<file path="config.mk">
export PLATFORM = sky130hd
export DESIGN_NAME = ei_axi4_rd_arbiter
export DESIGN_NICKNAME = d
export VERILOG_FILES = /design/src/rtl/ei_axi4_rd_arbiter.sv
export SDC_FILE = /design/constraint.sdc
export NUM_CORES = 1
export LEC_CHECK = 0
export CAP_MARGIN = 20
export CORE_MARGIN = 5
export CORE_UTILIZATION = 23
export DETAILED_ROUTE_END_ITERATION = 7
export PLACE_DENSITY_LB_ADDON = 0.12
export SLEW_MARGIN = 10
export SYNTH_ARGS = -nofsm -noshare
export SYNTH_HDL_FRONTEND = slang
export SYNTH_SLANG_ARGS = --single-unit
</file>
<file path="constraint.sdc">
create_clock -name aclk -period 2.4 [get_ports aclk]
set_input_delay 0.48 -clock aclk [delete_from_list [all_inputs] [get_ports aclk]]
set_output_delay 0.48 -clock aclk [all_outputs]
set_load 0.005 [all_outputs]
</file>
<file path="src/rtl/ei_axi4_rd_arbiter.sv">
// ei_axi4_rd_arbiter
// Shares one AXI4 read interface (AR + R) between NUM_M requesters. AR requests
// are granted round-robin, and the granted index is prepended to ARID. R beats
// are routed back to the requester named by that index. Each requester may have
// at most MAX_OUTST bursts in flight.
//
// Ports:
//   aclk, areset        clock, asynchronous active-high reset
//   s_ar*               per-requester AR channels (packed, requester i at slice i)
//   m_ar*               shared AR channel, m_arid = {grant index, s_arid}
//   m_r*                shared R channel
//   s_r*                per-requester R valid/ready, payload broadcast
//   rid_err             sticky: R beat with an unknown index, or counter underflow
module ei_axi4_rd_arbiter #(
  parameter int unsigned NUM_M     = 2,
  parameter int unsigned ID_W      = 4,
  parameter int unsigned ADDR_W    = 32,
  parameter int unsigned DATA_W    = 32,
  parameter int unsigned MAX_OUTST = 4,
  localparam int unsigned IDX_W    = (NUM_M > 2) ? $clog2(NUM_M) : 1
) (
  input  logic                    aclk,
  input  logic                    areset,
  input  logic [NUM_M-1:0]        s_arvalid,
  output logic [NUM_M-1:0]        s_arready,
  input  logic [NUM_M*ADDR_W-1:0] s_araddr,
  input  logic [NUM_M*ID_W-1:0]   s_arid,
  input  logic [NUM_M*8-1:0]      s_arlen,
  output logic                    m_arvalid,
  input  logic                    m_arready,
  output logic [ADDR_W-1:0]       m_araddr,
  output logic [ID_W+IDX_W-1:0]   m_arid,
  output logic [7:0]              m_arlen,
  input  logic                    m_rvalid,
  output logic                    m_rready,
  input  logic [ID_W+IDX_W-1:0]   m_rid,
  input  logic [DATA_W-1:0]       m_rdata,
  input  logic [1:0]              m_rresp,
  input  logic                    m_rlast,
  output logic [NUM_M-1:0]        s_rvalid,
  input  logic [NUM_M-1:0]        s_rready,
  output logic [ID_W-1:0]         s_rid,
  output logic [DATA_W-1:0]       s_rdata,
  output logic [1:0]              s_rresp,
  output logic                    s_rlast,
  output logic                    rid_err
);

  // MAX_OUTST tops out at 15, so four bits always suffice.
  localparam int unsigned CNT_W = 4;

  typedef enum logic {StIdle = 1'b0, StGrant = 1'b1} state_e;

  state_e           state_q, state_d;
  logic [IDX_W-1:0] grant_q, grant_d;
  logic [IDX_W-1:0] rr_ptr_q, rr_ptr_d;
  logic [CNT_W-1:0] outst_q [NUM_M];
  logic [CNT_W-1:0] outst_d [NUM_M];
  logic             rid_err_q, rid_err_d;

  logic [NUM_M-1:0] eligible;
  logic             found_hi, found_lo;
  logic [IDX_W-1:0] pick_hi, pick_lo;
  logic             ar_hs;
  logic [ID_W-1:0]  ar_id_sel;
  logic [IDX_W-1:0] r_idx;
  logic             r_idx_ok;
  logic             r_done;
  logic [NUM_M-1:0] cnt_inc, cnt_dec;

  // Eligibility: pending request and room for another burst.
  always_comb begin
    eligible = '0;
    for (int i = 0; i < NUM_M; i++) begin
      eligible[i] = s_arvalid[i] && (32'(outst_q[i]) < MAX_OUTST);
    end
  end

  // Round-robin pick: pick_hi is the lowest eligible index at or above rr_ptr,
  // pick_lo the lowest eligible overall (used when the search wraps).
  always_comb begin
    found_hi = 1'b0;
    found_lo = 1'b0;
    pick_hi  = '0;
    pick_lo  = '0;
    for (int i = NUM_M - 1; i >= 0; i--) begin
      if (eligible[i]) begin
        found_lo = 1'b1;
        pick_lo  = IDX_W'(i);
        if (32'(i) >= 32'(rr_ptr_q)) begin
          found_hi = 1'b1;
          pick_hi  = IDX_W'(i);
        end
      end
    end
  end

  // AR FSM next-state and outputs.
  always_comb begin
    state_d   = state_q;
    grant_d   = grant_q;
    rr_ptr_d  = rr_ptr_q;
    m_arvalid = 1'b0;
    s_arready = '0;
    ar_hs     = 1'b0;
    unique case (state_q)
      StIdle: begin
        if (found_lo) begin
          grant_d = found_hi ? pick_hi : pick_lo;
          state_d = StGrant;
        end
      end
      StGrant: begin
        m_arvalid = 1'b1;
        for (int i = 0; i < NUM_M; i++) begin
          s_arready[i] = m_arready && (grant_q == IDX_W'(i));
        end
        if (m_arready) begin
          ar_hs   = 1'b1;
          state_d = StIdle;
          if (32'(grant_q) == NUM_M - 1) rr_ptr_d = '0;
          else                           rr_ptr_d = grant_q + IDX_W'(1);
        end
      end
      default: state_d = StIdle;
    endcase
  end

  // AR payload mux of the granted requester.
  always_comb begin
    m_araddr  = '0;
    m_arlen   = '0;
    ar_id_sel = '0;
    for (int i = 0; i < NUM_M; i++) begin
      if (grant_q == IDX_W'(i)) begin
        m_araddr  = s_araddr[i*ADDR_W +: ADDR_W];
        m_arlen   = s_arlen[i*8 +: 8];
        ar_id_sel = s_arid[i*ID_W +: ID_W];
      end
    end
  end

  assign m_arid = {grant_q, ar_id_sel};

  // R routing by the index in the upper ID bits. Unknown indices are
  // accepted (m_rready = 1) and dropped so the shared slave never stalls.
  assign r_idx    = m_rid[ID_W+IDX_W-1:ID_W];
  assign r_idx_ok = (32'(r_idx) < NUM_M);

  always_comb begin
    s_rvalid = '0;
    m_rready = 1'b1;
    for (int i = 0; i < NUM_M; i++) begin
      if (r_idx == IDX_W'(i)) begin
        s_rvalid[i] = m_rvalid;
        m_rready    = s_rready[i];
      end
    end
  end

  assign r_done  = m_rvalid && m_rready && m_rlast;
  assign s_rid   = m_rid[ID_W-1:0];
  assign s_rdata = m_rdata;
  assign s_rresp = m_rresp;
  assign s_rlast = m_rlast;

  // Outstanding counters; a simultaneous increment and decrement cancel.
  always_comb begin
    rid_err_d = rid_err_q;
    cnt_inc   = '0;
    cnt_dec   = '0;
    if (m_rvalid && !r_idx_ok) rid_err_d = 1'b1;
    for (int i = 0; i < NUM_M; i++) begin
      outst_d[i] = outst_q[i];
      cnt_inc[i] = ar_hs && (grant_q == IDX_W'(i));
      cnt_dec[i] = r_done && (r_idx == IDX_W'(i));
      if (cnt_inc[i] && !cnt_dec[i]) begin
        if (outst_q[i] != '1) outst_d[i] = outst_q[i] + CNT_W'(1);
      end else if (cnt_dec[i] && !cnt_inc[i]) begin
        // A last beat with nothing outstanding is a protocol error.
        if (outst_q[i] == '0) rid_err_d  = 1'b1;
        else                  outst_d[i] = outst_q[i] - CNT_W'(1);
      end
    end
  end

  assign rid_err = rid_err_q;

  always_ff @(posedge aclk or posedge areset) begin
    if (areset) begin
      state_q   <= StIdle;
      grant_q   <= '0;
      rr_ptr_q  <= '0;
      rid_err_q <= 1'b0;
      for (int i = 0; i < NUM_M; i++) outst_q[i] <= '0;
    end else begin
      state_q   <= state_d;
      grant_q   <= grant_d;
      rr_ptr_q  <= rr_ptr_d;
      rid_err_q <= rid_err_d;
      for (int i = 0; i < NUM_M; i++) outst_q[i] <= outst_d[i];
    end
  end

endmodule

</file>
==> impl_metrics.toml <==
[floorplanning]
dieArea_um2 = 9040
ios = 227
num_rows = 31
dieWidth_um = 95.1
core_um2 = 7140
dieHeight_um = 95.1
initial_core_util_pct = 23.3

[cells_and_area]
diodes = 0
fillers = 724
utilization_pct = 45.0
syn2layout_area_growth_pct = 92.9
final_cell_mix = "150 x clkdlybuf4s50_1, 45 x mux2_2, 18 x buf_4"
final_common_cell = "clkdlybuf4s50_1"
drive_gt1_share_pct = 27.3
postLayoutCellArea_um2 = 3210
nets = 455

[route]
ant_nets = 0
detail_route.first_pass.iterations = 4
vias = 1713
drt_iter0_markers = 27
drc_errors = 0
via_per_inst = 4.21
drt_wl_total_um = 6070
wl_per_cell_um = 14.9

[clocking]
cts_buffers = 3
cts.reportedPaths.clkPinSlew_ns = 0.05
cts_tree = "yes"
cts_root_buf = "clkbuf_8"
cts.path.max_buffers = 2
cts.sinks = 12
ctsHoldBuffers = 0
cts_htree_levels = 1
clk_latency_ns = 0.24

[global_routing]
grt_most_used_layer = "met2"
grt_use_total_pct = 12.1
first_global_vias = 1717
grt_pass1_wl_um = 8600
grt_max_degree = 24
gr-total-overflow = 0
use_met2_pct = 21.7
met3_usage_pct = 5.45
antenna_found_initial = 0
met1_usage_pct = 13.0

[timing]
whs_ns = 0.470
finalClockSkew_ns = 0.00282
period_share_pct = 97.6
hold_viol = 0
fin_setup_tns_ns = 0
fin_crit_ns = 2.34
slew_headroom_pct = 67.7
fmax_mhz = 427
setup_violations = 0
grt_setup_unrepaired = "yes"
worst_pin_slew_ns = 0.484
slew_viol_final = 0

[placed_design]
placedInstanceArea_um2 = 3110
gp_congestion = 0.680
io_buffers = 150
post-dp-hpwl_um = 5340

[synthesis]
yosysWarnings = 0
synth-seq-cells = 12
synthesis.area_um2 = 1670
syn_nets = 326
ys_types = 36
synth_area_per_cell_um2 = 9.25
synthCells = 180
seq_area_frac_synth_pct = 18.0

[pwr]
p_leak_nw = 1.30
p_per_area_nw_per_um2 = 803
max-vdd-ir-drop_uv = 438

[critical_path]
reg2reg_depth = 10
startpoint_type = "input pin"
r2r-start = "grant_q"
setup.worst_path.end_class = "register"
crit_path_max_fanout = 3
path_buf_inv = 1
crit_chain = "clkdlybuf4s50_1, nand2b_4, or2_4, ha_4, or4_4, nor2_4, a311oi_2, mux2_4"
rrSetupSlack_ns = 0.32
slowest_delay_ns = 0.50
crit_type = "input pin to register"
cp.required_ns = 2.52
critPathTopFamily = "simple AND/OR/NAND/NOR gates"
reg2reg_to = "outst_q[7]"
slowest_stage = "clkdlybuf4s50_1"
cp.arrival_ns = 2.46

[min_path]
min_to = "rid_err"
min-delay-start = "rid_err"
hold_depth = 1
hold_path_class = "register to register"

[run_status]
outcome = "completed"

[job]
maxCapViolCount = 0
==> worst max path at each step <==
stage          cells past startpoint  slack, ns        start    endpoint
2_1_floorplan                     10       0.12     m_rid[4]  outst_q[7]
3_3_place_gp                       8      -0.31     m_rid[4]  outst_q[5]
3_5_place_dp                       8      -0.34     m_rid[4]  outst_q[5]
4_1_cts                            8       0.03     m_rid[4]  outst_q[5]
5_1_grt                           11     -0.005      m_rlast  outst_q[3]
6_report                           8       0.06  s_rready[0]  outst_q[5]
==> through the flow <==
| step | worst slack, ns | power [mW] | std cells |
|---|---|---|---|
| finish | 0.0586 | 2.58 | 407 |
| global route | -0.00500 | 2.82 | 407 |
| CTS | 0.0262 | 2.59 | 407 |
| detailed placement | -0.342 | 2.35 | 401 |
| global placement | -0.306 | 2.35 | 401 |
| floorplan | 0.118 | 1.44 | 180 |
==> synth_stat cells <==
master	n	share of area [%]
and2b_2	1	0.53
and2_1	2	0.75
dfrtp_1	12	18
buf_1	1	0.23
nor2_4	1	0.68
or2_2	1	0.38
xnor2_1	6	3.2
o31ai_1	1	0.45
a21o_1	1	0.45
nor3_1	1	0.30
nand2_1	11	2.5
nand2b_1	1	0.38
nor2b_1	1	0.38
a31oi_1	1	0.38
and3_1	1	0.38
a21oi_1	5	1.5
mux2_4	1	0.90
nor4_1	1	0.38
nor3_2	1	0.60
a21o_2	1	0.53
or4_4	1	0.68
nand3_1	1	0.30
a221o_2	1	0.68
o21ai_0	1	0.30
mux2_2	45	30
fa_1	2	2.4
ha_1	8	6.0
inv_1	10	2.3
or2b_1	1	0.45
o21a_1	1	0.45
nand4_1	2	0.75
buf_4	40	18
buf_2	2	0.60
nor2_1	11	2.5
a311oi_2	1	0.90
clkbuf_1	2	0.45
==> report_power, final <==
group | switching, mW | internal, mW | total [mW]
registers | 0.155 | 0.310 | 0.465
clock network | 0.0701 | 0.117 | 0.187
logic | 0.653 | 1.28 | 1.93
total | 0.878 | 1.70 | 2.58
==> kinds of logic (layout without fill, tap and decap cells) <==
| kind of cell | after synthesis | count (layout) | share of synthesized area (%) |
|---|---|---|---|
| compound gates | 13 | 13 | 5.63 |
| xor+xnor | 6 | 6 | 3.16 |
| fa+ha+maj | 10 | 10 | 8.42 |
| buf+inv | 55 | 183 | 21.6 |
| flops | 12 | 12 | 18.0 |
| mux | 46 | 46 | 31.3 |
| simple gates | 38 | 38 | 11.9 |
==> timing repair <==
item	CTS	global route
cloned	0	0
endpoints found under the setup margin	5	5
pin swaps	2	1
gates resized for setup	3	6
setup buffers	2	0
==> flip-flops by register name (all words and copies together), names as in the netlist <==
name / count
rr_ptr_q: 1
rid_err: 1
outst_q: 8
grant_q: 1
state_q: 1
==> cell type report <==
class	instances	area, um2	share of cell area, %
Timing Repair Buffer	169	1660	51.6
Multi-Input combinational cell	113	1050	32.6
Sequential cell	12	302	9.39
Tap cell	99	124	3.86
Clock buffer	4	45.0	1.40
Inverter	10	37.5	1.17
==> layer usage <==
metal  part of all wire [%]  up-vias
met5                      0        -
met4                   0.35        0
met3                     13        2
met2                     51      111
met1                     35      773
li1                       -      827
Note: power is estimated with default switching activity, not from simulation.
==> patch: new RTL, same flow settings <==
The parameter `DATA_W` goes from 32 to 36.
--- a/src/rtl/ei_axi4_rd_arbiter.sv
+++ b/src/rtl/ei_axi4_rd_arbiter.sv
@@ -15,7 +15,7 @@
   parameter int unsigned NUM_M     = 2,
   parameter int unsigned ID_W      = 4,
   parameter int unsigned ADDR_W    = 32,
-  parameter int unsigned DATA_W    = 32,
+  parameter int unsigned DATA_W    = 36,
   parameter int unsigned MAX_OUTST = 4,
   localparam int unsigned IDX_W    = (NUM_M > 2) ? $clog2(NUM_M) : 1
 ) (
Interface: changed (resized m_rdata and s_rdata); port bits go from 227 to 235. The function was not compared with the original's and may differ.
==> patch against the original RTL <==
Sequential cell count is the same; core utilization shrank 0.88 points; final area shrank 0.90%; die area grew 1.6%; fmax shrank 0.23%; register-to-register slack gained 0.10 ns; power shrank 1.1%; wire length grew 4.9%; global-route usage grew 0.15 points; critical endpoint unchanged; synthesized area grew 1.8%; worst setup slack lost 0.0054 ns; largest power group unchanged.
==> patch: results (changes against the original RTL) <==
STA
The headroom to the max-slew limit was 68.5% (+0.82 points). The final clock skew is 0.00372 ns (+0.000906 ns).

GRT
The wire length of the first global-routing pass was 8.67 mm (+0.72%). The maximum number of pins on one net before global-route repair is 26 (+8.3%). The via count of the first global-routing pass is 1689 (-1.6%).

The total global-route track usage is 12.2% (+0.15 points). The initial antenna violation count is 0 (unchanged).

Hold path
The min-delay analysis places its worst path in the category reg2reg.

Critical path
The largest fanout on the critical path came to 3 (unchanged). The standard cell with the maximum stage delay on the critical path is sky130_fd_sc_hd__or4_4. Among cell families on the critical path, the largest total delay comes from simple AND/OR/NAND/NOR gates. The arrival time at the worst endpoint is 2.47 ns.

Clocking
The maximum root-to-sink buffer count is 2 (unchanged). The worst-skew pair later-pin latency is 0.24 ns (about the same). The cell sitting at the root of the clock tree is a sky130_fd_sc_hd__clkbuf_8. The number of buffers added to fix hold violations after cts was 0 (unchanged).

Placed design
The cell area reported after detailed placement came to 3080 um2 (-0.88%). The count of input and output buffers is 150 (unchanged). The final estimated routing congestion in global placement came to 0.718 (+5.5%).

The half-perimeter wire length of the detailed placement result is 5.60 mm (+4.8%). The pre-CTS setup slack is -0.341 ns (+0.000656 ns).

Power
The switching power was 0.886 mW (+0.91%). The maximum vdd drop came to 0.569 mV (+30%). The total leakage power is 1.29 nW (-0.53%).

Drt
The met3 layer wire length in the routed design is 874 um (+11%). The via density per instance is 4.17 (-1.0%). The sum of met2 wire segment lengths after detailed routing was 2.99 mm (-4.1%). The first-iteration detailed-routing DRC count came to 29 (+7.4%).

The wire length reported by the detailed router is 6.36 mm (+4.9%). The met1 routed wirelength after detailed routing is 2.46 mm (+15%). The top routing layer in use is met4.

Yosys
The post-synth net total came to 334 (+2.5%). The number of warnings issued by yosys is 0 (unchanged). After synthesis, the most frequently instantiated cells are sky130_fd_sc_hd__mux2_2 (45), sky130_fd_sc_hd__buf_4 (44), sky130_fd_sc_hd__dfrtp_1 (12), sky130_fd_sc_hd__nand2_1 (11), sky130_fd_sc_hd__nor2_1 (11).

The share of the yosys chip area belonging to registers is 17.7% (-0.32 points). Yosys attributes the largest share of cell area to sky130_fd_sc_hd__mux2_2 (30%), sky130_fd_sc_hd__buf_4 (19%), sky130_fd_sc_hd__dfrtp_1 (18%), sky130_fd_sc_hd__ha_1 (5.9%), sky130_fd_sc_hd__xnor2_1 (3.1%).

Run status
The run finished with clean final reports.

Finish
The number of filler cells placed in the layout came to 736 (+1.7%). The net total in the final layout is 457 (+0.44%). The ratio of cells with drive above 1 in the final layout was 26.8% (-0.48 points). The number of flip-flops in the largest register was 8 (unchanged). The antenna diode count is 0 (unchanged).
## patch: changes by cell type in the layout (fill, tap and decap cells not counted), sizes merged
cell,before,now
buf,19,17
clkdlybuf4s50,150,149
dlymetal6s2s,0,1
## patch: routing by layer
| layer | global-route usage (%) | vias to the layer above |
|---|---|---|
| li1 | - | 822 |
| met1 | 14.5 | 751 |
| met2 | 20.5 | 110 |
| met3 | 5.32 | 4 |
| met4 | 2.49 | 0 |
| met5 | 0 | - |
## patch: area by class of cell
type,instances,area share [%]
Timing Repair Buffer,167,51.3
Sequential cell,12,9.47
Multi-Input combinational cell,113,32.8
Inverter,10,1.18
Clock buffer,4,1.42
Tap cell,99,3.89
## patch: path summary, 6_finish.rpt
| check | startpoint | end | slack [ns] | cells past startpoint |
|---|---|---|---|---|
| hold / removal | rr_ptr_q | rr_ptr_q | 0.47 | 2 |
| min in group asynchronous | areset | outst_q[1] | 0.55 | 2 |
| setup / recovery | m_rid[4] | outst_q[5] | 0.05 | 8 |
| setup reg to reg | state_q | outst_q[7] | 0.42 | 10 |
| max in group asynchronous | areset | grant_q | 1.50 | 2 |
| hold reg to reg | rr_ptr_q | rr_ptr_q | 0.47 | 2 |
## patch: cells by family (layout without fill, tap and decap cells)
group,Yosys count,after routing,synth area share [%]
buffers and inverters,59,181,23.0
muxes,46,46,30.8
DFF,12,12,17.7
and+or+nand+nor,38,38,11.7
AOI/OAI and AO/OA,13,13,5.54
adders and majority gates,10,10,8.27
xor gates and xnor gates,6,6,3.10
## patch: worst min-delay path: cells and delay by family, from the launching register on
family | cells | cell delay, ns
and+or+nand+nor | 2 | 0.10
DFF | 1 | 0.34
## patch: what timing repair did
action,in CTS,in global routing
resized for setup,3,7
setup buffers,1,1
setup endpoints to repair,3,4
pin swaps,2,2
## patch: stage by stage
step | std cells | utilization (%) | setup TNS [ns] | hold WS (ns)
2_1_floorplan | 184 | - | 0 | 0.345
3_3_place_gp | 399 | 42.7 | -1.29 | 0.467
3_5_place_dp | 399 | 42.7 | -1.48 | 0.472
4_1_cts | 404 | 43.7 | 0 | 0.483
5_1_grt | 405 | 44.1 | -0.0219 | 0.526
6_report | 405 | 44.1 | 0 | 0.473
## patch: power by group through the flow
stage	sequential [mW]	combinational (mW)	clock [mW]
floorplan	0.421	1.03	0
global placement	0.468	1.87	0
detailed placement	0.465	1.88	0
CTS	0.462	1.91	0.196
global route	0.488	2.08	0.203
finish	0.463	1.90	0.191
